--- src/rtl/mem_access_ctrl_if.sv ---
// Client and bitcell-array signal bundle for mem_access_ctrl.
// Modports: slave = controller, master = client, array = bitcell array.
interface mem_access_ctrl_if #(
    parameter int ROWS   = 4,
    parameter int ADDR_W = 2,
    parameter int DATA_W = 4
);
    logic              req_valid;
    logic              req_ready;
    logic              req_rw;
    logic [ADDR_W-1:0] req_addr;
    logic [DATA_W-1:0] req_wdata;
    logic              rsp_valid;
    logic              rsp_ready;
    logic [DATA_W-1:0] rsp_rdata;
    logic              rsp_err;
    logic [ROWS-1:0]   arr_sel;
    logic              arr_rw;
    logic [DATA_W-1:0] arr_in;
    logic [DATA_W-1:0] arr_out;

    modport slave (
        input  req_valid, req_rw, req_addr, req_wdata, rsp_ready, arr_out,
        output req_ready, rsp_valid, rsp_rdata, rsp_err,
        output arr_sel, arr_rw, arr_in
    );

    modport master (
        output req_valid, req_rw, req_addr, req_wdata, rsp_ready,
        input  req_ready, rsp_valid, rsp_rdata, rsp_err
    );

    modport array (
        input  arr_sel, arr_rw, arr_in,
        output arr_out
    );
endinterface

--- src/rtl/mem_access_ctrl.sv ---
// Setup/strobe/hold access sequencer for a bitcell_nor memory array.
// Ports: clk, rst_n (async active-low), bus (mem_access_ctrl_if.slave).
module mem_access_ctrl #(
    parameter int ROWS   = 4,
    parameter int ADDR_W = 2,
    parameter int DATA_W = 4
) (
    input logic              clk,
    input logic              rst_n,
    mem_access_ctrl_if.slave bus
);
    localparam logic [1:0] S_IDLE   = 2'd0;
    localparam logic [1:0] S_SETUP  = 2'd1;
    localparam logic [1:0] S_ACCESS = 2'd2;
    localparam logic [1:0] S_RESP   = 2'd3;

    // One extra bit so ROWS == 2**ADDR_W is representable.
    localparam logic [ADDR_W:0] ROWS_W = (ADDR_W + 1)'(ROWS);

    logic [1:0]        state;
    logic              lat_rw;
    logic [ADDR_W-1:0] lat_addr;
    logic              in_range;

    assign in_range = {1'b0, bus.req_addr} < ROWS_W;

    always_ff @(posedge clk or negedge rst_n) begin
        if (!rst_n) begin
            state         <= S_IDLE;
            lat_rw        <= 1'b0;
            lat_addr      <= '0;
            bus.req_ready <= 1'b1;
            bus.rsp_valid <= 1'b0;
            bus.rsp_err   <= 1'b0;
            bus.rsp_rdata <= '0;
            bus.arr_sel   <= '0;
            bus.arr_rw    <= 1'b0;
            bus.arr_in    <= '0;
        end else begin
            unique case (state)
                S_IDLE: begin
                    if (bus.req_valid && bus.req_ready) begin
                        lat_rw        <= bus.req_rw;
                        lat_addr      <= bus.req_addr;
                        bus.req_ready <= 1'b0;
                        if (in_range) begin
                            // rw/in settle one cycle before sel rises.
                            bus.arr_rw <= bus.req_rw;
                            bus.arr_in <= bus.req_rw ? bus.req_wdata : '0;
                            state      <= S_SETUP;
                        end else begin
                            bus.rsp_valid <= 1'b1;
                            bus.rsp_err   <= 1'b1;
                            bus.rsp_rdata <= '0;
                            state         <= S_RESP;
                        end
                    end
                end
                S_SETUP: begin
                    bus.arr_sel <= ROWS'(1) << lat_addr;
                    state       <= S_ACCESS;
                end
                S_ACCESS: begin
                    // rw/in stay put through RESP as the hold phase.
                    bus.arr_sel   <= '0;
                    bus.rsp_rdata <= lat_rw ? '0 : bus.arr_out;
                    bus.rsp_valid <= 1'b1;
                    state         <= S_RESP;
                end
                S_RESP: begin
                    if (bus.rsp_ready) begin
                        bus.rsp_valid <= 1'b0;
                        bus.rsp_err   <= 1'b0;
                        bus.rsp_rdata <= '0;
                        bus.arr_rw    <= 1'b0;
                        bus.arr_in    <= '0;
                        bus.req_ready <= 1'b1;
                        state         <= S_IDLE;
                    end
                end
                default: state <= S_IDLE;
            endcase
        end
    end
endmodule

--- src/flat_wrapper.sv ---
// flat-port wrapper written by rule: the top's interface ports become plain ports
module mem_access_ctrl_flat 
#(
    parameter int ROWS   = 4,
    parameter int ADDR_W = 2,
    parameter int DATA_W = 4
)
  (clk, rst_n, bus_req_valid, bus_req_rw, bus_req_addr, bus_req_wdata, bus_rsp_ready, bus_arr_out, bus_req_ready, bus_rsp_valid, bus_rsp_rdata, bus_rsp_err, bus_arr_sel, bus_arr_rw, bus_arr_in);
  mem_access_ctrl_if #(.ROWS(ROWS), .ADDR_W(ADDR_W), .DATA_W(DATA_W)) bus_i ();
  input logic clk;
  input logic rst_n;
  input wire logic [$bits(bus_i.req_valid)-1:0] bus_req_valid;
  input wire logic [$bits(bus_i.req_rw)-1:0] bus_req_rw;
  input wire logic [$bits(bus_i.req_addr)-1:0] bus_req_addr;
  input wire logic [$bits(bus_i.req_wdata)-1:0] bus_req_wdata;
  input wire logic [$bits(bus_i.rsp_ready)-1:0] bus_rsp_ready;
  input wire logic [$bits(bus_i.arr_out)-1:0] bus_arr_out;
  output wire logic [$bits(bus_i.req_ready)-1:0] bus_req_ready;
  output wire logic [$bits(bus_i.rsp_valid)-1:0] bus_rsp_valid;
  output wire logic [$bits(bus_i.rsp_rdata)-1:0] bus_rsp_rdata;
  output wire logic [$bits(bus_i.rsp_err)-1:0] bus_rsp_err;
  output wire logic [$bits(bus_i.arr_sel)-1:0] bus_arr_sel;
  output wire logic [$bits(bus_i.arr_rw)-1:0] bus_arr_rw;
  output wire logic [$bits(bus_i.arr_in)-1:0] bus_arr_in;
  assign bus_i.req_valid = bus_req_valid;
  assign bus_i.req_rw = bus_req_rw;
  assign bus_i.req_addr = bus_req_addr;
  assign bus_i.req_wdata = bus_req_wdata;
  assign bus_i.rsp_ready = bus_rsp_ready;
  assign bus_i.arr_out = bus_arr_out;
  assign bus_req_ready = bus_i.req_ready;
  assign bus_rsp_valid = bus_i.rsp_valid;
  assign bus_rsp_rdata = bus_i.rsp_rdata;
  assign bus_rsp_err = bus_i.rsp_err;
  assign bus_arr_sel = bus_i.arr_sel;
  assign bus_arr_rw = bus_i.arr_rw;
  assign bus_arr_in = bus_i.arr_in;
  mem_access_ctrl #(.ROWS(ROWS), .ADDR_W(ADDR_W), .DATA_W(DATA_W)) u_core (.clk(clk), .rst_n(rst_n), .bus(bus_i));
endmodule
--- config.mk ---
export PLATFORM = sky130hd
export DESIGN_NAME = mem_access_ctrl_flat
export DESIGN_NICKNAME = d
export VERILOG_FILES = /design/src/rtl/mem_access_ctrl_if.sv /design/src/rtl/mem_access_ctrl.sv /design/src/flat_wrapper.sv
export SDC_FILE = /design/constraint.sdc
export NUM_CORES = 1
export LEC_CHECK = 0
export CAP_MARGIN = 30
export CORE_MARGIN = 1
export CORE_UTILIZATION = 44
export DETAILED_ROUTE_END_ITERATION = 12
export PLACE_DENSITY = 0.77
export SLEW_MARGIN = 25
export SYNTH_ARGS = -nofsm -noshare
export SYNTH_HDL_FRONTEND = slang
export SYNTH_SLANG_ARGS = --single-unit
export TNS_END_PERCENT = 50
--- constraint.sdc ---
create_clock -name clk -period 2.05 [get_ports clk]
set_input_delay 0.5125 -clock clk [delete_from_list [all_inputs] [get_ports clk]]
set_output_delay 0.5125 -clock clk [all_outputs]
set_load 0.02 [all_outputs]
# Word-level counts from Yosys, hierarchy flattened
# Cells that the tools add are included.
# totals
memories	0
wordCells	41
ff_bits	20
out_inout_bits	16
rom_bits	0
mem_bits_rw	0
latchBits	0
inputBits	15
# op_classes
n_eq_ne	5
addsub	0
shift	1
n_lt_le_gt_ge	0
mul	0
n_mux	17
div_mod_pow	0
n_reduce_logical	9
n_bitwise	0
# op_table
op	count
$pmux W4 S2	3
$mux W4	4
$pmux W2 S4	1
$pmux W1 S2	3
$reduce_and A2 Y1	3
$reduce_bool A2 Y1	3
$eq A2 B2 Y1 const B	2
$mux W1	4
$mux W2	2
$shl A1 B2 Y4 const A	1
$reduce_and A3 Y1	1
$eq A2 B1 Y1 const B	1
$logic_not A2 Y1	1
$ne A2 B1 Y1 const B	1
$ne A2 B2 Y1 const B	1
$logic_and A1 B1 Y1	1

# Longest topological paths before layout
# Gate-level depths: netlist of the first run.
# logic_depth
depth_word	3
ltp_mapped	5
depth_no_buf	5

# Worst setup path after synthesis of the first run
# No wires, ideal clock.
# synth_timing
path_kind	register -> register
startpoint	register u_core.state[0]
endpoint	register u_core.bus.arr_rw
n_path_buf	0
setup_time_ns	0.125
setup_slack_ns	0.396
required_time_ns	1.925
synth_period_minus_slack_ns	1.654
path_stages_with_launch	6
arrival_time_ns	1.529
cell_sequence	dfrtp_1 -> inv_1 -> ha_1 -> nor2_2 -> a211oi_4 -> mux2_4
# synth_between
elab_chain_cells	3
elab_cells_between_ends	7
cone_classes	eq/ne (3); mux (1); reduce/logical (3)
# synth_rtl
item	line	text
start: declaration	mem_access_ctrl.sv:20	logic [1:0] state;
start signal: assignment	mem_access_ctrl.sv:29	state <= S_IDLE;
start signal: assignment	mem_access_ctrl.sv:50	state <= S_SETUP;
start signal: assignment	mem_access_ctrl.sv:55	state <= S_RESP;
$eq A2 B2 Y1 / $logic_not A2 Y1 (equally long branches)	mem_access_ctrl.sv:40	unique case (state)
$ne A2 B2 Y1 (no line) (tied with other cells)	--	
$reduce_and A3 Y1 (no line)	--	
end signal: assignment	mem_access_ctrl.sv:48	bus.arr_rw <= bus.req_rw;
end: declaration	mem_access_ctrl_if.sv:25	output arr_sel, arr_rw, arr_in
# Several ways; a longest one is shown, not always the timed one.
# A chain may end at the register's enable or synchronous reset.

# Worst setup path in the final report of the first run
# layout_timing
startpoint	register u_core.bus.req_ready
endpoint	output port bus_req_ready
# layout_rtl
item	line	text
start: declaration	mem_access_ctrl_if.sv:24	output req_ready, rsp_valid, rsp_rdata, rsp_err,
start signal: assignment	mem_access_ctrl.sv:32	bus.req_ready <= 1'b1;
start signal: assignment	mem_access_ctrl.sv:45	bus.req_ready <= 1'b0;
start signal: assignment	mem_access_ctrl.sv:77	bus.req_ready <= 1'b1;
end: declaration	flat_wrapper.sv:18	output wire logic [$bits(bus_i.req_ready)-1:0] bus_req_ready;
# No word-level cell between the ends.

==> results.yml, run 1 <==
critical_path:
  rr_startpoint: "u_core.state[0]$_DFFE_PN0P_"
  arrival_ns: 1.47
  cpMaxStageDelayCell: "clkdlybuf4s50_1"
  critPathMaxStageDelay_ns: 0.60
  path_class: "flip-flop to primary output"
  reg2reg_slack_ns: 0.41
  critPathBufInv: 1
  worst_setup_path_end_kind: "primary output"
  cp_top_family: "buffers and inverters"
  crit_required_ns: 1.54
  critPathMaxFanout: 5
  reg2reg_to: "u_core.bus.arr_in[2]$_DFFE_PN0P_"
  reg2reg_depth: 6
  cp_cell_sequence: "clkdlybuf4s50_1"
  start_kind: "flip-flop"
synthesis:
  synth-edff-count: 0
  synth_common_cells: "dfrtp_1, nand2_1, inv_1"
  ys.flop_type: "dfrtp_1"
  syn_area_per_cell_um2: 10.8
  synthCells: 88
  netlist_top_cells_area: "dfrtp_1, ha_1, mux2i_1"
  ys_warn_count: 0
  synth_most_common_cell: "dfrtp_1"
  synth_area_leader_cell: "dfrtp_1"
  ys_async_sr_fraction_pct: 100
  synth_top_area_share_pct: 49.8
  ys_seq_area_share_pct: 52.6
  synth_seq_cells: 20
  syn_area_um2: 955
  syn-num-nets: 109
  synth_cell_type_count: 22
final_layout:
  seq_area_um2: 502
  final_area_um2: 1350
  drive_above_1_share_pct: 12.2
  multi_input_area_um2: 404
  num-fill-cells: 171
  n_antenna_cell: 0
  area_growth_pct: 41.0
  layout.nets: 145
sta:
  fmaxAchievable_mhz: 504
  drv_slew: 0
  setup-tns-final_ns: 0
  timing.final.crit_period_ns: 1.99
  rsz0062_at_grt: "no"
  hold_violations: 0
  fin_crit_sh_pct: 96.9
  fin_skew_ns: 0.00410
  setup_viol: 0
clock_network:
  root_buffer: "clkbuf_4"
  clockBufferDepth: 2
  hold_buffers: 0
  clk-insertion-delay-late_ns: 0.30
  numCtsBuffers: 3
  clk_pin_slew_ns: 0.11
  cts-resized-gates: 0
  postCtsSetupBuffers: 0
  cts.sinks: 20
  cts_tree: "yes"
  h-tree-depth: 1
detailed_routing:
  wl_um: 1710
  dr.first_iter.drc_count: 3
  vias: 711
  vias_per_cell: 4.74
  wl_met3_um: 114
  highest_layer: "met4"
  wl_met1_um: 767
  drc_errors: 0
  ant_nets: 0
  drtPass1Iterations: 3
  wl_per_cell_um: 11.4
  wl_met2_um: 793
floorplanning:
  start_util_pct: 47.7
  dieArea_um2: 2360
  core_area_um2: 2000
  pin_count: 31
  dieWidth_um: 48.6
  die_y_um: 48.6
  num_rows: 16
power_and_ir_drop:
  power_density_nw_per_um2: 1540
  leakage_nw: 0.610
  ir_drop_mv: 0.860
global_routing:
  grt_pass1_wl_um: 3000
  track_usage_pct: 17.2
  grt_pass1_vias: 694
  grt_max_degree: 21
  grt.overflow.total: 0
  antenna_found_initial: 0
min_path:
  min_path_cells: 2
  hold_path_end: "u_core.bus.rsp_rdata[2]$_DFFE_PN0P_"
  hp-class: "flip-flop to flip-flop"
  min_from: "u_core.bus.rsp_rdata[2]$_DFFE_PN0P_"
place:
  dpl-instance-area_um2: 1290
  place.gp.congestion: 0.782
  dp.final_hpwl_um: 1320
  port_buffers: 29
run:
  drv_cap: 0
run_status:
  status: "finished clean"
-- flip-flops by register name, indices dropped and copies added (netlist names) --
signal and flops:
u_core.lat_addr 2, u_core.bus.arr_in 4, u_core.bus.rsp_valid 1, u_core.lat_rw 1
u_core.bus.arr_sel 4, u_core.state 2, u_core.bus.req_ready 1, u_core.bus.arr_rw 1
u_core.bus.rsp_rdata 4
-- area by class of cell --
cell class | instances | area share [%]
Clock buffer | 3 | 1.67
Clock inverter | 1 | 2.23
Inverter | 11 | 3.07
Multi-Input combinational cell | 56 | 30.0
Sequential cell | 20 | 37.3
Tap cell | 27 | 2.51
Timing Repair Buffer | 32 | 23.2
-- worst register-to-register path: stages (launching register included) --
cell and delay, ns:
dfrtp_1 0.41, inv_1 0.14, ha_1 0.30, nor2_2 0.09, a211oi_4 0.24, buf_4 0.19
mux2i_1 0.19
-- through the flow --
| stage | utilization [%] | hold slack, ns | cells | setup slack, ns | total power, mW |
|---|---|---|---|---|---|
| CTS | 67.3 | 0.507 | 150 | 0.0473 | 2.10 |
| finish | 67.3 | 0.500 | 150 | 0.0644 | 2.08 |
| global route | 67.3 | 0.530 | 150 | 0.0176 | 2.23 |
| detailed placement | 64.6 | 0.481 | 146 | 0.138 | 1.78 |
| global placement | 64.6 | 0.463 | 146 | 0.186 | 1.75 |
| floorplan | - | 0.217 | 88 | 0.396 | 1.37 |
-- how the worst max path moves through the flow --
stage | from | depth (start not counted) | end
6_report | u_core.bus.req_ready$_DFFE_PN1P_ | 1 | bus_req_ready
2_1_floorplan | u_core.state[0]$_DFFE_PN0P_ | 5 | u_core.bus.arr_rw$_DFFE_PN0P_
3_3_place_gp | bus_rsp_ready | 4 | u_core.state[1]$_DFFE_PN0P_
5_1_grt | u_core.bus.req_ready$_DFFE_PN1P_ | 1 | bus_req_ready
4_1_cts | u_core.bus.req_ready$_DFFE_PN1P_ | 1 | bus_req_ready
3_5_place_dp | bus_rsp_ready | 4 | u_core.state[1]$_DFFE_PN0P_
-- where the power goes --
part	switching [mW]	internal [mW]	total, mW
sequential	0.102	0.564	0.667
combinational	0.554	0.538	1.09
clock	0.120	0.198	0.317
total	0.776	1.30	2.08
-- logic make-up (layout without fill, tap and decap cells) --
logic type	count (synthesis)	in the layout	synth area share, %
simple gates	24	24	11.5
flops	20	20	52.6
compound gates	14	14	9.96
buf+inv	12	47	5.11
mux	11	11	12.6
fa+ha+maj	6	6	7.86
other cells	1	1	0.393
-- cell usage in the layout, fill, tap and decap left out, types with 3 or more instances in the layout --
cell / instances
buf_4: 3
dfrtp_1: 19
nand2_1: 15
o21ai_0: 7
mux2i_1: 6
mux2_2: 3
ha_1: 6
clkbuf_4: 3
clkdlybuf4s50_1: 29
inv_1: 11
-- per-layer routing --
metal / up-vias / GRT usage, %
met5: - / 0
met4: 0 / 10.3
met3: 4 / 4.72
met2: 23 / 28.4
met1: 324 / 19.8
li1: 360 / -
No activity file was read; power rests on OpenSTA's default activity.
==> inputs of run 2 (changes only) <==
--- a/config.mk
+++ b/config.mk
@@ -7,9 +7,9 @@
 export LEC_CHECK = 0
 export CAP_MARGIN = 30
 export CORE_MARGIN = 1
-export CORE_UTILIZATION = 44
+export CORE_UTILIZATION = 30
+export CTS_CLUSTER_SIZE = 12
 export DETAILED_ROUTE_END_ITERATION = 12
-export PLACE_DENSITY = 0.77
 export SLEW_MARGIN = 25
 export SYNTH_ARGS = -nofsm -noshare
 export SYNTH_HDL_FRONTEND = slang
==> run 2 against run 1 <==
Effect of this change: total power down 3.5%; combinational power barely moved; sequential power about the same; critical path type unchanged.
==> results.yml, run 2 (same netlist as run 1, synthesis figures left out) <==
run_status:
  status: "finished clean"
final_layout:
  layout.nets: 145
  largestRegisters: "u_core.bus.arr_in: 4 flops, u_core.bus.arr_sel: 4 flops, u_core.bus.rsp_rdata: 4 flops"
  final_common_cell: "clkdlybuf4s50_1"
  final_cells: 167
  final_cell_mix: "clkdlybuf4s50_1, dfrtp_1, nand2_1, inv_1, o21ai_0"
  drive_above_1_share_pct: 12.2
  multi_input_area_um2: 404
  area_growth_pct: 41.5
  num-fill-cells: 322
  fin_util_pct: 44.6
  n_antenna_cell: 0
  seq_area_um2: 502
  final_area_um2: 1350
detailed_routing:
  drtPass1Iterations: 2
  drc_errors: 0
  wl_um: 1890
  vias_per_cell: 4.29
  ant_nets: 0
  wl_per_cell_um: 11.3
  dr.first_iter.drc_count: 15
  vias: 716
power_and_ir_drop:
  power_density_nw_per_um2: 1480
  ir_drop_mv: 0.447
  leakage_nw: 0.603
  fin_total_pwr_mw: 2.00
clock_network:
  cts-resized-gates: 0
  hold_buffers: 0
  clockBufferDepth: 2
  cts.sinks: 20
  postCtsSetupBuffers: 0
  numCtsBuffers: 3
  root_buffer: "clkbuf_4"
  clk_pin_slew_ns: 0.12
  clk-insertion-delay-late_ns: 0.30
  h-tree-depth: 1
  cts_tree: "yes"
run:
  drv_cap: 0
critical_path:
  cp_top_family: "buffers and inverters"
  critPathMaxStageDelay_ns: 0.60
  cpMaxStageDelayCell: "clkdlybuf4s50_1"
  critPathBufInv: 1
  start_kind: "flip-flop"
  path_class: "flip-flop to primary output"
  critPathMaxFanout: 5
  arrival_ns: 1.48
  cp_cell_sequence: "clkdlybuf4s50_1"
  crit_required_ns: 1.54
  worst_setup_path_end_kind: "primary output"
sta:
  hold_violations: 0
  rsz0062_at_grt: "no"
  fin_crit_sh_pct: 97.4
  timing.final.crit_period_ns: 2.00
  fin_skew_ns: 0.00312
  drv_slew: 0
  setup-tns-final_ns: 0
  setup_viol: 0
  fmaxAchievable_mhz: 501
place:
  dp.final_hpwl_um: 1460
  port_buffers: 29
  place.gp.congestion: 0.727
  dpl.cell_count: 163
  dpl-instance-area_um2: 1320
floorplanning:
  dieWidth_um: 58.4
  dieArea_um2: 3410
  core_area_um2: 3030
  num_rows: 20
  pin_count: 31
  start_util_pct: 31.5
  die_y_um: 58.4
global_routing:
  grt_pass1_wl_um: 3080
  track_usage_pct: 12.2
  grt_pass1_vias: 706
  grt_max_degree: 13
  grt.overflow.total: 0
  antenna_found_initial: 0
min_path:
  hp-class: "primary input to asynchronous set/reset pin"
[run 2: cell types whose count changed in the layout (fill, tap and decap cells not counted), sizes merged]
| cell | previous run | this run |
|---|---|---|
| bufinv | 1 | 0 |
| clkbuf | 3 | 4 |
[run 2: report_power, final]
part	switching, mW	internal, mW	leakage [nW]	total (mW)
logic	0.562	0.539	0.331	1.10
registers	0.104	0.564	0.251	0.668
clock network	0.127	0.108	0.0210	0.235
[run 2: cell type report]
type                            count  area share [%]
Inverter                           11            3.06
Clock buffer                        4            2.69
Sequential cell                    20            37.1
Tap cell                           44            4.07
Timing Repair Buffer               32            23.1
Multi-Input combinational cell     56            29.9
[run 2: per-stage QoR]
step / setup WS (ns) / hold WS [ns]
final: 0.0530 / 0.498
after global routing: 0.000908 / 0.512
after CTS: 0.0455 / 0.500
after detailed placement: 0.114 / 0.473
after global placement: 0.178 / 0.463
after floorplan: 0.396 / 0.217
[run 2: per-layer routing]
layer | global-route usage, % | wire (um)
met5 | 0 | 0
met4 | 6.46 | 29
met3 | 2.86 | 119
met2 | 21.2 | 906
met1 | 13.8 | 830
[run 2: final timing paths]
path | startpoint | to | slack (ns) | cells past startpoint
max in group asynchronous | rst_n | u_core.bus.arr_sel[2]$_DFFE_PN0P_ | 1.03 | 2
hold / removal | rst_n | u_core.bus.arr_in[2]$_DFFE_PN0P_ | 0.50 | 1
setup reg to reg | u_core.state[0]$_DFFE_PN0P_ | u_core.bus.arr_in[1]$_DFFE_PN0P_ | 0.35 | 6
hold reg to reg | u_core.bus.rsp_rdata[3]$_DFFE_PN0P_ | u_core.bus.rsp_rdata[3]$_DFFE_PN0P_ | 0.50 | 2
setup / recovery | u_core.bus.req_ready$_DFFE_PN1P_ | bus_req_ready | 0.05 | 1
min in group clk | u_core.bus.rsp_rdata[3]$_DFFE_PN0P_ | u_core.bus.rsp_rdata[3]$_DFFE_PN0P_ | 0.50 | 2
==> RTL change, RTL diff (flow settings as in run 1) <==
`ROWS` is set to 4 in 3 places; all go to 8.
--- a/src/rtl/mem_access_ctrl_if.sv
+++ b/src/rtl/mem_access_ctrl_if.sv
@@ -3,3 +3,3 @@
 interface mem_access_ctrl_if #(
-    parameter int ROWS   = 4,
+    parameter int ROWS   = 8,
     parameter int ADDR_W = 2,
--- a/src/rtl/mem_access_ctrl.sv
+++ b/src/rtl/mem_access_ctrl.sv
@@ -3,3 +3,3 @@
 module mem_access_ctrl #(
-    parameter int ROWS   = 4,
+    parameter int ROWS   = 8,
     parameter int ADDR_W = 2,
--- a/src/flat_wrapper.sv
+++ b/src/flat_wrapper.sv
@@ -3,3 +3,3 @@
 #(
-    parameter int ROWS   = 4,
+    parameter int ROWS   = 8,
     parameter int ADDR_W = 2,
Interface: changed (resized bus_arr_sel); port bits go from 31 to 35. No check against the original RTL was run, so the function may have changed too.
==> RTL change against run 1 <==
  * Hold slack better by 0.018 ns
  * Clock skew down 0.0031 ns
  * Via count is 17% lower
  * Fmax decreased by 0.56%
  * Count of clock-buffer cells in the layout grew 1
  * Area after synthesis down 11%
  * Worst setup slack worse by 0.011 ns
  * Cell count decreased by 15%
  * Synthesized cell count down 11%
  * Power shrank 23%
  * Combinational power fell by 24%
  * Wire length fell by 17%
  * Final area down 19%
  * Sequential cell count fell by 4
==> RTL change: results <==
{
  "status": "complete, no violations",
  "hpwl_um": 1130,
  "rrSetupSlack_ns": 0.48,
  "p_int_w": 0.000976,
  "clk_latency_ns": 0.28,
  "grt_util_all_layers": 0.153,
  "synth.distinct_cells": 21,
  "r2r_cells": 5,
  "synthTopCellsByArea": "dfrtp_1 (44%), buf_4 (8.0%), ha_1 (7.4%)",
  "layout.nets": 124,
  "skew_ns": 0.00105,
  "cts_setup_buffers": 0,
  "vias": 588,
  "first_pass_iters": 4,
  "grt_max_degree": 17,
  "whs_path_depth": 1,
  "min_from": "u_core.lat_rw$_DFFE_PN0P_",
  "synth.cells.most_frequent": "dfrtp_1 (15), inv_1 (11), buf_4 (9)",
  "leakagePower_nw": 0.503,
  "multi_input_gates": 50,
  "seqAreaFraction": 0.366,
  "clk_pin_slew_ns": 0.09,
  "drive_above_1_share": 0.107,
  "grt_pass1_wl_um": 2280,
  "place_congestion": 0.733,
  "ir_worst_vdd_mv": 0.879,
  "top_regs": "u_core.bus.arr_sel (4), u_core.bus.rsp_rdata (4)",
  "drtIter0Drc": 8,
  "seq_cells": 16,
  "buf_share": 0.199,
  "routed_wl_um": 1430,
  "grt_pass1_vias": 541,
  "nClkBuffers": 4,
  "min_to": "u_core.lat_rw$_DFFE_PN0P_",
  "clkCellAreaFrac": 0.0331,
  "multi_input_area_share": 0.336
}
## RTL change: cell types whose count changed after synthesis, sizes merged, moves of 3 or more
cell and change:
o31ai +5, dfrtp -4, nand2 -10, o21ai -3, buf +8
## RTL change: per-stage QoR
step	util	instance area [um2]	hold WS, ns	setup WS, ns	cells
floorplan	-	878	0.217	0.662	86
global placement	0.601	1060	0.488	0.256	124
detailed placement	0.601	1060	0.494	0.232	124
CTS	0.621	1100	0.515	0.0354	128
global route	0.621	1100	0.548	0.00821	128
finish	0.621	1100	0.517	0.0533	128
## RTL change: power by group through the flow
| stage | Combinational [W] | Sequential (W) | Clock, W |
|---|---|---|---|
| 4_1_cts | 0.000840 | 0.000559 | 0.000212 |
| 2_1_floorplan | 0.000456 | 0.000663 | 0 |
| 5_1_grt | 0.000917 | 0.000579 | 0.000223 |
| 6_report | 0.000831 | 0.000560 | 0.000205 |
| 3_5_place_dp | 0.000835 | 0.000566 | 0 |
| 3_3_place_gp | 0.000819 | 0.000560 | 0 |
## RTL change: kinds of logic after synthesis
| kind of cell | after synthesis | synth area share |
|---|---|---|
| buffers and inverters | 20 | 0.128 |
| flip-flops | 16 | 0.473 |
| AO/OA/AOI/OAI | 15 | 0.136 |
| AND/OR/NAND/NOR | 14 | 0.0973 |
| multiplexers | 7 | 0.0870 |
| adder cells (fa/ha/maj) | 5 | 0.0737 |
| other | 1 | 0.00442 |
## RTL change: metal layers
| metal | global-route usage | routed length (um) | part of all wire | vias to the layer above |
|---|---|---|---|---|
| met2 | 0.248 | 689 | 0.48 | 21 |
| li1 | - | - | - | 291 |
| met3 | 0.0238 | 68 | 0.048 | 0 |
| met1 | 0.206 | 668 | 0.47 | 276 |
| met5 | 0 | 0 | 0 | - |
| met4 | 0.0529 | 0 | 0 | 0 |
